`config.mk`:
```
export PLATFORM = sky130hd
export DESIGN_NAME = l2_mem_arbiter
export DESIGN_NICKNAME = d
export VERILOG_FILES = /design/src/rtl/l2_mem_arb_pkg.sv /design/src/rtl/l2_mem_arb_rr.sv /design/src/rtl/l2_mem_arbiter.sv
export SDC_FILE = /design/constraint.sdc
export NUM_CORES = 1
export LEC_CHECK = 0
export CAP_MARGIN = 25
export CORE_AREA = 2 2 255 257
export CTS_BUF_LIST = sky130_fd_sc_hd__clkbuf_16
export DETAILED_ROUTE_END_ITERATION = 10
export DIE_AREA = 0 0 257 259
export DONT_BUFFER_PORTS = 1
export PLACE_DENSITY = 0.3
export SLEW_MARGIN = 20
export SYNTH_ARGS = -nofsm -noshare
export SYNTH_HDL_FRONTEND = slang
export SYNTH_HIERARCHICAL = 1
export SYNTH_SLANG_ARGS = --single-unit
```
`constraint.sdc`:
```
create_clock -name clk_i -period 6.6 [get_ports clk_i]
set_clock_uncertainty 0.15 [all_clocks]
set_input_delay 0.99 -clock clk_i [delete_from_list [all_inputs] [get_ports clk_i]]
set_output_delay 0.99 -clock clk_i [all_outputs]
set_load 0.03 [all_outputs]
```
`src/rtl/l2_mem_arb_pkg.sv`:
```
// Shared types for the L2 memory arbiter: port index, perf counter
// type and the round-robin pointer increment helper.
package l2_mem_arb_pkg;

  localparam int N_PORTS_MAX = 8;
  localparam int IDX_W = $clog2(N_PORTS_MAX);

  typedef logic [IDX_W-1:0] port_idx_t;
  typedef logic [31:0]      perf_cnt_t;

  localparam perf_cnt_t PERF_CNT_MAX = 32'hFFFF_FFFF;

  // Next pointer after idx, wrapping to 0 after n-1.
  function automatic port_idx_t rr_next(
    input port_idx_t   idx,
    input int unsigned n
  );
    if (idx == port_idx_t'(n - 1)) begin
      return '0;
    end
    return idx + port_idx_t'(1);
  endfunction

endpackage

```
`src/rtl/l2_mem_arb_rr.sv`:
```
// Round-robin priority search plus the registered priority pointer.
// Ports: req (in), advance (in, pointer step), win_oh/win_idx (out).
module l2_mem_arb_rr
  import l2_mem_arb_pkg::*;
#(
  parameter int N_PORTS = 3
) (
  input  logic               clk_i,
  input  logic               rst_ni,
  input  logic [N_PORTS-1:0] req_i,
  input  logic               advance_i,
  output logic [N_PORTS-1:0] win_oh_o,
  output port_idx_t          win_idx_o
);

  localparam int SW = IDX_W + 1;

  port_idx_t              rr_q;
  logic [N_PORTS_MAX-1:0] req_pad;
  logic [SW-1:0]          sum;
  port_idx_t              cand;
  logic                   found;

  // First requester at or after rr_q, wrapping past N_PORTS-1.
  always_comb begin
    req_pad = '0;
    req_pad[N_PORTS-1:0] = req_i;
    found = 1'b0;
    win_idx_o = '0;
    sum = '0;
    cand = '0;
    for (int k = 0; k < N_PORTS; k++) begin
      sum = {1'b0, rr_q} + SW'(k);
      if (sum >= SW'(N_PORTS)) begin
        sum = sum - SW'(N_PORTS);
      end
      cand = sum[IDX_W-1:0];
      if (!found && req_pad[cand]) begin
        found = 1'b1;
        win_idx_o = cand;
      end
    end
  end

  always_comb begin
    win_oh_o = '0;
    for (int i = 0; i < N_PORTS; i++) begin
      win_oh_o[i] = found && (win_idx_o == port_idx_t'(i));
    end
  end

  always_ff @(posedge clk_i or negedge rst_ni) begin
    if (!rst_ni) begin
      rr_q <= '0;
    end else if (advance_i) begin
      rr_q <= rr_next(win_idx_o, N_PORTS);
    end
  end

endmodule

```
`src/rtl/l2_mem_arbiter.sv`:
```
// Round-robin arbiter sharing one L2 memory port among N_PORTS requesters.
// Ports: per-port req/we/addr/wdata/be in, gnt/rvalid out, shared rdata;
// memory cmd out, mem_gnt/mem_rdata in; perf_gnt_cnt out.
// Grant counters are built when L2_MEM_ARBITER_PERF_EN is defined.
module l2_mem_arbiter
  import l2_mem_arb_pkg::*;
#(
  parameter int N_PORTS = 3,
  parameter int ADDR_W  = 32,
  parameter int DATA_W  = 64
) (
  input  logic                           clk_i,
  input  logic                           rst_ni,
  input  logic [N_PORTS-1:0]             req_i,
  input  logic [N_PORTS-1:0]             we_i,
  input  logic [N_PORTS-1:0][ADDR_W-1:0] addr_i,
  input  logic [N_PORTS-1:0][DATA_W-1:0] wdata_i,
  input  logic [N_PORTS-1:0][DATA_W/8-1:0] be_i,
  output logic [N_PORTS-1:0]             gnt_o,
  output logic [N_PORTS-1:0]             rvalid_o,
  output logic [DATA_W-1:0]              rdata_o,
  output logic                           mem_req_o,
  output logic                           mem_we_o,
  output logic [ADDR_W-1:0]              mem_addr_o,
  output logic [DATA_W-1:0]              mem_wdata_o,
  output logic [DATA_W/8-1:0]            mem_be_o,
  input  logic                           mem_gnt_i,
  input  logic [DATA_W-1:0]              mem_rdata_i,
  output perf_cnt_t [N_PORTS-1:0]        perf_gnt_cnt_o
);

  logic [N_PORTS-1:0] win_oh;
  port_idx_t          win_idx;
  logic               accept;
  logic               resp_vld_q;
  port_idx_t          resp_id_q;

  l2_mem_arb_rr #(
    .N_PORTS (N_PORTS)
  ) u_rr (
    .clk_i     (clk_i),
    .rst_ni    (rst_ni),
    .req_i     (req_i),
    .advance_i (accept),
    .win_oh_o  (win_oh),
    .win_idx_o (win_idx)
  );

  assign mem_req_o = |req_i;

  // Memory ignores requests during reset, so no grant is issued then.
  assign gnt_o  = win_oh & {N_PORTS{mem_gnt_i & rst_ni}};
  assign accept = |gnt_o;

  // One-hot select; all-zero winner drives a zero command.
  always_comb begin
    mem_we_o    = 1'b0;
    mem_addr_o  = '0;
    mem_wdata_o = '0;
    mem_be_o    = '0;
    for (int i = 0; i < N_PORTS; i++) begin
      if (win_oh[i]) begin
        mem_we_o    = we_i[i];
        mem_addr_o  = addr_i[i];
        mem_wdata_o = wdata_i[i];
        mem_be_o    = be_i[i];
      end
    end
  end

  always_ff @(posedge clk_i or negedge rst_ni) begin
    if (!rst_ni) begin
      resp_vld_q <= 1'b0;
      resp_id_q  <= '0;
    end else begin
      resp_vld_q <= accept;
      if (accept) begin
        resp_id_q <= win_idx;
      end
    end
  end

  always_comb begin
    rvalid_o = '0;
    for (int i = 0; i < N_PORTS; i++) begin
      rvalid_o[i] = resp_vld_q && (resp_id_q == port_idx_t'(i));
    end
  end

  assign rdata_o = mem_rdata_i;

`ifdef L2_MEM_ARBITER_PERF_EN
  for (genvar g = 0; g < N_PORTS; g++) begin : g_perf
    perf_cnt_t cnt_q;
    always_ff @(posedge clk_i or negedge rst_ni) begin
      if (!rst_ni) begin
        cnt_q <= '0;
      end else if (gnt_o[g] && (cnt_q != PERF_CNT_MAX)) begin
        cnt_q <= cnt_q + 32'd1;
      end
    end
    assign perf_gnt_cnt_o[g] = cnt_q;
  end
`else
  assign perf_gnt_cnt_o = '0;
`endif

endmodule

```
==> results.json, run 1 <==
{
  "yosysTopAreaCellShare": 0.245,
  "synth_top_family_by_area": "simple AND/OR/NAND/NOR gates",
  "synthAdderAreaFrac": 0.0198,
  "fin_tns_setup_ps": 0,
  "clock_path_buffers": 2,
  "yosysWarnings": 6,
  "async_flop_share": 1.00,
  "cts_tree": "done",
  "syn_avg_cell_area_sq_um": 6.77,
  "ctsResizeCount": 0,
  "stdcell_count": 1492,
  "synthMuxAreaShare": 0.0161,
  "dp_hpwl_microns": 16500,
  "cts.sinks": 7,
  "nNetsFinal": 1030,
  "ctsHoldBuffers": 0,
  "postCtsSetupBuffers": 0,
  "dr.pass1.iters": 6,
  "cts-root-buf": "clkbuf_16",
  "die_area_sq_um": 66600,
  "critPathBufInv": 3,
  "htreeDepth": 1,
  "post-route-drc-count": 0,
  "yosysTopAreaCell": "buf_4",
  "slew_viol_final": 0,
  "avgViaCountPerCell": 3.10,
  "reg2reg_slack_ps": 2010,
  "vias": 4621,
  "critical-path-slowest-cell": "dfrtp_1",
  "r2r_end": "u_rr/rr_q[1]$_DFFE_PN0P_",
  "wirelength_microns": 19600,
  "ff2ff_path_depth": 12,
  "initial_core_util": 0.0790,
  "maxSlewHeadroom": 0.375,
  "crit_top_cell": "inv_1",
  "track_usage": 0.0496,
  "core_sq_um": 63900,
  "synth.area.top_cells": "buf_4, a21oi_1, nand3b_1",
  "cp.depth": 11,
  "place_ws_ps": 1060,
  "holdCritPathClass": "in2async",
  "ys_seq_area_frac": 0.0347,
  "cap_violations": 0,
  "synth-main-ff-cell": "dfrtp_1",
  "whs_ps": 305,
  "hold_violations": 0,
  "synth_edf_count": 0,
  "r2r_start": "u_rr/rr_q[0]$_DFFE_PN0P_",
  "finalWorstSetupSlack_ps": 825,
  "fp.dieW_microns": 257,
  "fin_crit_sh": 0.875,
  "cp.required_ps": 5460,
  "wire_per_inst_microns": 13.1,
  "worst_pin_slew_ps": 938,
  "crit_end": "mem_wdata_o[44]",
  "critPathLaunchType": "flop",
  "overflow": 0,
  "max_freq_mhz": 173,
  "antenna_found_initial": 2,
  "area_growth_pct": 2.06,
  "port_buffers": 0,
  "cts_made_buffers": 3,
  "dp.cells": 1487,
  "setup_viol": 0,
  "grt_max_degree": 111,
  "path_cells": "inv_1 -> ha_1 -> inv_1 -> nor3_1 -> o21ai_0 -> o32a_1 -> o2111ai_1 -> a22oi_2 -> buf_4 -> nand3b_1 -> a21oi_1",
  "drt_iter0_markers": 270,
  "insertion_delay_ps": 230,
  "cp_max_fo": 55,
  "critPathMaxStageDelay_ps": 830,
  "layout_min_cycle_time_ps": 5780,
  "status": "complete, no violations",
  "ant_nets": 0,
  "crit_start": "u_rr/rr_q[0]$_DFFE_PN0P_",
  "drive_gt1_frac": 0.0708,
  "cp.arrival_ps": 4640,
  "synth_seq_cells": 7,
  "synth_compound_area_frac": 0.273,
  "synthCells": 746,
  "synthXorXnorAreaFrac": 0.00174,
  "grt_pass1_vias": 4245,
  "row_count": 93,
  "crit_family": "compound AO/OA/AOI/OAI gates",
  "path_clk_slew_ps": 40,
  "grt_pass1_wl_microns": 25600,
  "ys_types": 47,
  "path_class": "reg2out",
  "netlist_area_sq_um": 5050,
  "endpoint_kind": "output port",
  "globalplace.congestion": 0.769,
  "yosys.area_share.simple": 0.335,
  "die_y_microns": 259,
  "io_pins": 657,
  "rsz0062_at_grt": "false"
}
==> Yosys cell counts, types with 2 or more instances <==
library cell,n
nor3_1,3
nand2_1,7
a21oi_2,11
nand3_1,2
o21ai_0,5
o2111ai_1,2
inv_1,7
a31oi_1,5
o32a_1,2
nand3b_1,105
buf_2,20
mux2_4,4
dfrtp_1,7
nor3b_1,2
buf_4,165
nor4bb_1,2
ha_1,8
nor2_1,4
buf_6,11
a21oi_1,207
nand2b_1,4
nor2b_1,109
and3_1,4
clkbuf_1,25
nor4b_1,2
conb_1,2
==> final cells by class <==
cell class              instances  area [sq um]
repair buffers                 13           135
well taps                     855          1070
multi-input cells             605          3660
fillers                      7576         58700
flip-flops and latches          7           175
clock inverters                 1          3.75
clock buffers                   3          75.1
inverters                       7          26.3
diodes                          1          2.50
==> worst min path at each step <==
stage,cells after the start,to,slack [ps]
6_report,0,resp_id_q[2]$_DFFE_PN0P_,310
5_1_grt,0,resp_vld_q$_DFF_PN0_,290
3_5_place_dp,1,resp_id_q[1]$_DFFE_PN0P_,420
2_1_floorplan,1,resp_id_q[1]$_DFFE_PN0P_,370
3_3_place_gp,1,resp_id_q[1]$_DFFE_PN0P_,420
4_1_cts,0,u_rr/rr_q[1]$_DFFE_PN0P_,300
==> stage by stage <==
stage / cell area (sq um) / utilization
floorplan: 5400 / -
global placement: 5070 / 0.0794
detailed placement: 5070 / 0.0794
CTS: 5150 / 0.0806
global route: 5150 / 0.0806
finish: 5150 / 0.0806
==> worst reg2reg max path: stages, from the launching register on <==
cell	delay, ps
dfrtp_1	830
inv_1	260
ha_1	520
inv_1	190
nor3_1	70
o21ai_0	370
o32a_1	370
o2111ai_1	170
a22oi_2	190
buf_4	520
o311ai_4	280
inv_1	240
mux2_4	320
==> registers in the layout, indices dropped and copies added, names as in the netlist <==
name        cells
resp_id_q       3
u_rr/rr_q       3
resp_vld_q      1
==> layout by cell type (no fill, tap or decap), types with 4 or more instances in the layout <==
master    instances
a21oi_1         206
nor2_1            4
nand2_1           7
inv_1             8
o21ai_0           5
nand2b_1          4
buf_4            10
conb_1           97
a21oi_2          11
and3_1            4
a31oi_1           4
mux2_4            4
nand3b_1        105
ha_1              8
dfrtp_1           7
nor2b_1         109
==> metal layers <==
layer / GRT usage / share of wire
met4: 0.0255 / 0.049
met5: 0 / 0.00066
met2: 0.0919 / 0.52
met3: 0.0141 / 0.088
met1: 0.0508 / 0.35
==> logic make-up after synthesis <==
| group | after synthesis |
|---|---|
| other | 2 |
| flip-flops | 7 |
| adder cells (fa/ha/maj) | 8 |
| multiplexers | 6 |
| AO/OA/AOI/OAI | 243 |
| buffers and inverters | 229 |
| XOR/XNOR | 1 |
| AND/OR/NAND/NOR | 250 |
Power of run 1 is left out: the tool's default activity adds up to more than one toggle a clock period on the data nets, which glitch-free logic cannot reach.
==> inputs of run 2 (changes only) <==
--- a/config.mk
+++ b/config.mk
@@ -12,7 +12,7 @@
 export DIE_AREA = 0 0 257 259
 export DONT_BUFFER_PORTS = 1
 export PLACE_DENSITY = 0.3
-export SLEW_MARGIN = 20
+export SLEW_MARGIN = 40
 export SYNTH_ARGS = -nofsm -noshare
 export SYNTH_HDL_FRONTEND = slang
 export SYNTH_HIERARCHICAL = 1
==> results.json, run 2 (synthesized netlist as in run 1, its figures left out) <==
{
  "status": "complete, no violations",
  "postLayoutCoreUtil": 0.0808,
  "path_clk_slew_ps": 40,
  "overflow": 0,
  "drt_iter0_markers": 274,
  "max_freq_mhz": 173,
  "globalplace.congestion": 0.769,
  "insertion_delay_ps": 230,
  "holdCritPathClass": "in2async",
  "initial_core_util": 0.0790,
  "cts.sinks": 7,
  "post-route-drc-count": 0,
  "critPathLaunchType": "flop",
  "cap_violations": 0,
  "row_count": 93,
  "cp_max_fo": 55,
  "drive_gt1_frac": 0.0708,
  "ctsResizeCount": 0,
  "wirelength_microns": 19600,
  "worst_pin_slew_ps": 868,
  "wire_per_inst_microns": 13.2,
  "grt_pass1_wl_microns": 25600,
  "setup_viol": 0,
  "final_common_cell": "a21oi_1",
  "area_growth_pct": 2.31,
  "largestRegisters": "resp_id_q (3), u_rr/rr_q (3), resp_vld_q (1)",
  "slew_viol_final": 0,
  "layout_common_cells": "a21oi_1, nor2b_1, nand3b_1",
  "track_usage": 0.0496,
  "ant_nets": 0,
  "grt_max_degree": 111,
  "wl_met2_microns": 10100,
  "top_layer_used": "met5",
  "cts-root-buf": "clkbuf_16",
  "fin_tns_setup_ps": 0,
  "finalWorstSetupSlack_ps": 824,
  "die_y_microns": 259,
  "rsz0062_at_grt": "false",
  "nNetsFinal": 1030,
  "fp.dieW_microns": 257,
  "layout_min_cycle_time_ps": 5780,
  "antenna_found_initial": 2,
  "core_sq_um": 63900,
  "vias": 4619,
  "path_class": "reg2out",
  "postCtsSetupBuffers": 0,
  "hold_violations": 0,
  "dr_wl_met3_microns": 1730,
  "htreeDepth": 1,
  "fin_crit_sh": 0.875,
  "grt_pass1_vias": 4245,
  "dr.pass1.iters": 6,
  "avgViaCountPerCell": 3.10,
  "cp.required_ps": 5460,
  "cts_tree": "done",
  "ctsHoldBuffers": 0,
  "clock_path_buffers": 2,
  "place_ws_ps": 1060,
  "dp_hpwl_microns": 16500,
  "endpoint_kind": "output port",
  "port_buffers": 0,
  "cts_made_buffers": 3,
  "die_area_sq_um": 66600,
  "io_pins": 657,
  "maxSlewHeadroom": 0.423,
  "cp.arrival_ps": 4640,
  "drt-met1-wl_microns": 6800
}
run 2: cell counts in the layout (fill, tap and decap cells not counted):
No cell type changed its count.
run 2: final cells by class:
| type | count | area (sq um) |
|---|---|---|
| fill | 7572 | 58700 |
| multi-input combinational | 605 | 3670 |
| tap | 855 | 1070 |
| sequential | 7 | 175 |
| timing repair buffer | 13 | 139 |
| clock buffer | 3 | 75.1 |
| inverter | 7 | 26.3 |
| clock inverter | 1 | 3.75 |
| antenna | 1 | 2.50 |
run 2: path summary, 6_finish.rpt:
check | end | cells past startpoint | startpoint | slack, ps
max in group asynchronous | u_rr/rr_q[0]$_DFFE_PN0P_ | 0 | rst_ni | 5930
hold / removal | resp_id_q[2]$_DFFE_PN0P_ | 0 | rst_ni | 310
hold reg to reg | resp_id_q[1]$_DFFE_PN0P_ | 1 | resp_id_q[1]$_DFFE_PN0P_ | 470
setup reg to reg | u_rr/rr_q[1]$_DFFE_PN0P_ | 12 | u_rr/rr_q[0]$_DFFE_PN0P_ | 2020
setup / recovery | mem_wdata_o[44] | 11 | u_rr/rr_q[0]$_DFFE_PN0P_ | 820
min in group clk_i | resp_id_q[1]$_DFFE_PN0P_ | 1 | resp_id_q[1]$_DFFE_PN0P_ | 470
run 2: metal layers:
metal / up-vias / global-route usage
met3: 42 / 0.0141
met5: - / 0
met1: 2124 / 0.0508
met2: 337 / 0.0919
li1: 2114 / -
met4: 2 / 0.0255
run 2: stage by stage:
| step | instances | hold WS, ps | cell area [sq um] |
|---|---|---|---|
| 2_1_floorplan | 841 | 369 | 5400 |
| 3_5_place_dp | 1487 | 418 | 5070 |
| 4_1_cts | 1491 | 300 | 5150 |
| 5_1_grt | 1492 | 293 | 5160 |
| 6_report | 1492 | 305 | 5160 |
| 3_3_place_gp | 1487 | 417 | 5070 |
run 2: critical path: stages (launching register included):
cell and delay [ps]:
dfrtp_1 830, inv_1 250, ha_1 520, inv_1 190
nor3_1 70, o21ai_0 370, o32a_1 370, o2111ai_1 170
a22oi_2 190, buf_4 500, nand3b_1 150, a21oi_1 700
Power of run 2 is left out for the same reason.
==> inputs of run 3 (changes only) <==
--- a/config.mk
+++ b/config.mk
@@ -11,7 +11,9 @@
 export DETAILED_ROUTE_END_ITERATION = 10
 export DIE_AREA = 0 0 257 259
 export DONT_BUFFER_PORTS = 1
+export HOLD_SLACK_MARGIN = 0.03
 export PLACE_DENSITY = 0.3
+export SKIP_CTS_REPAIR_TIMING = 1
 export SLEW_MARGIN = 40
 export SYNTH_ARGS = -nofsm -noshare
 export SYNTH_HDL_FRONTEND = slang
==> results of run 3 <==
The final DEF is identical to that of run 2; final timing and power are the same.
Power of run 3 is left out for the same reason.
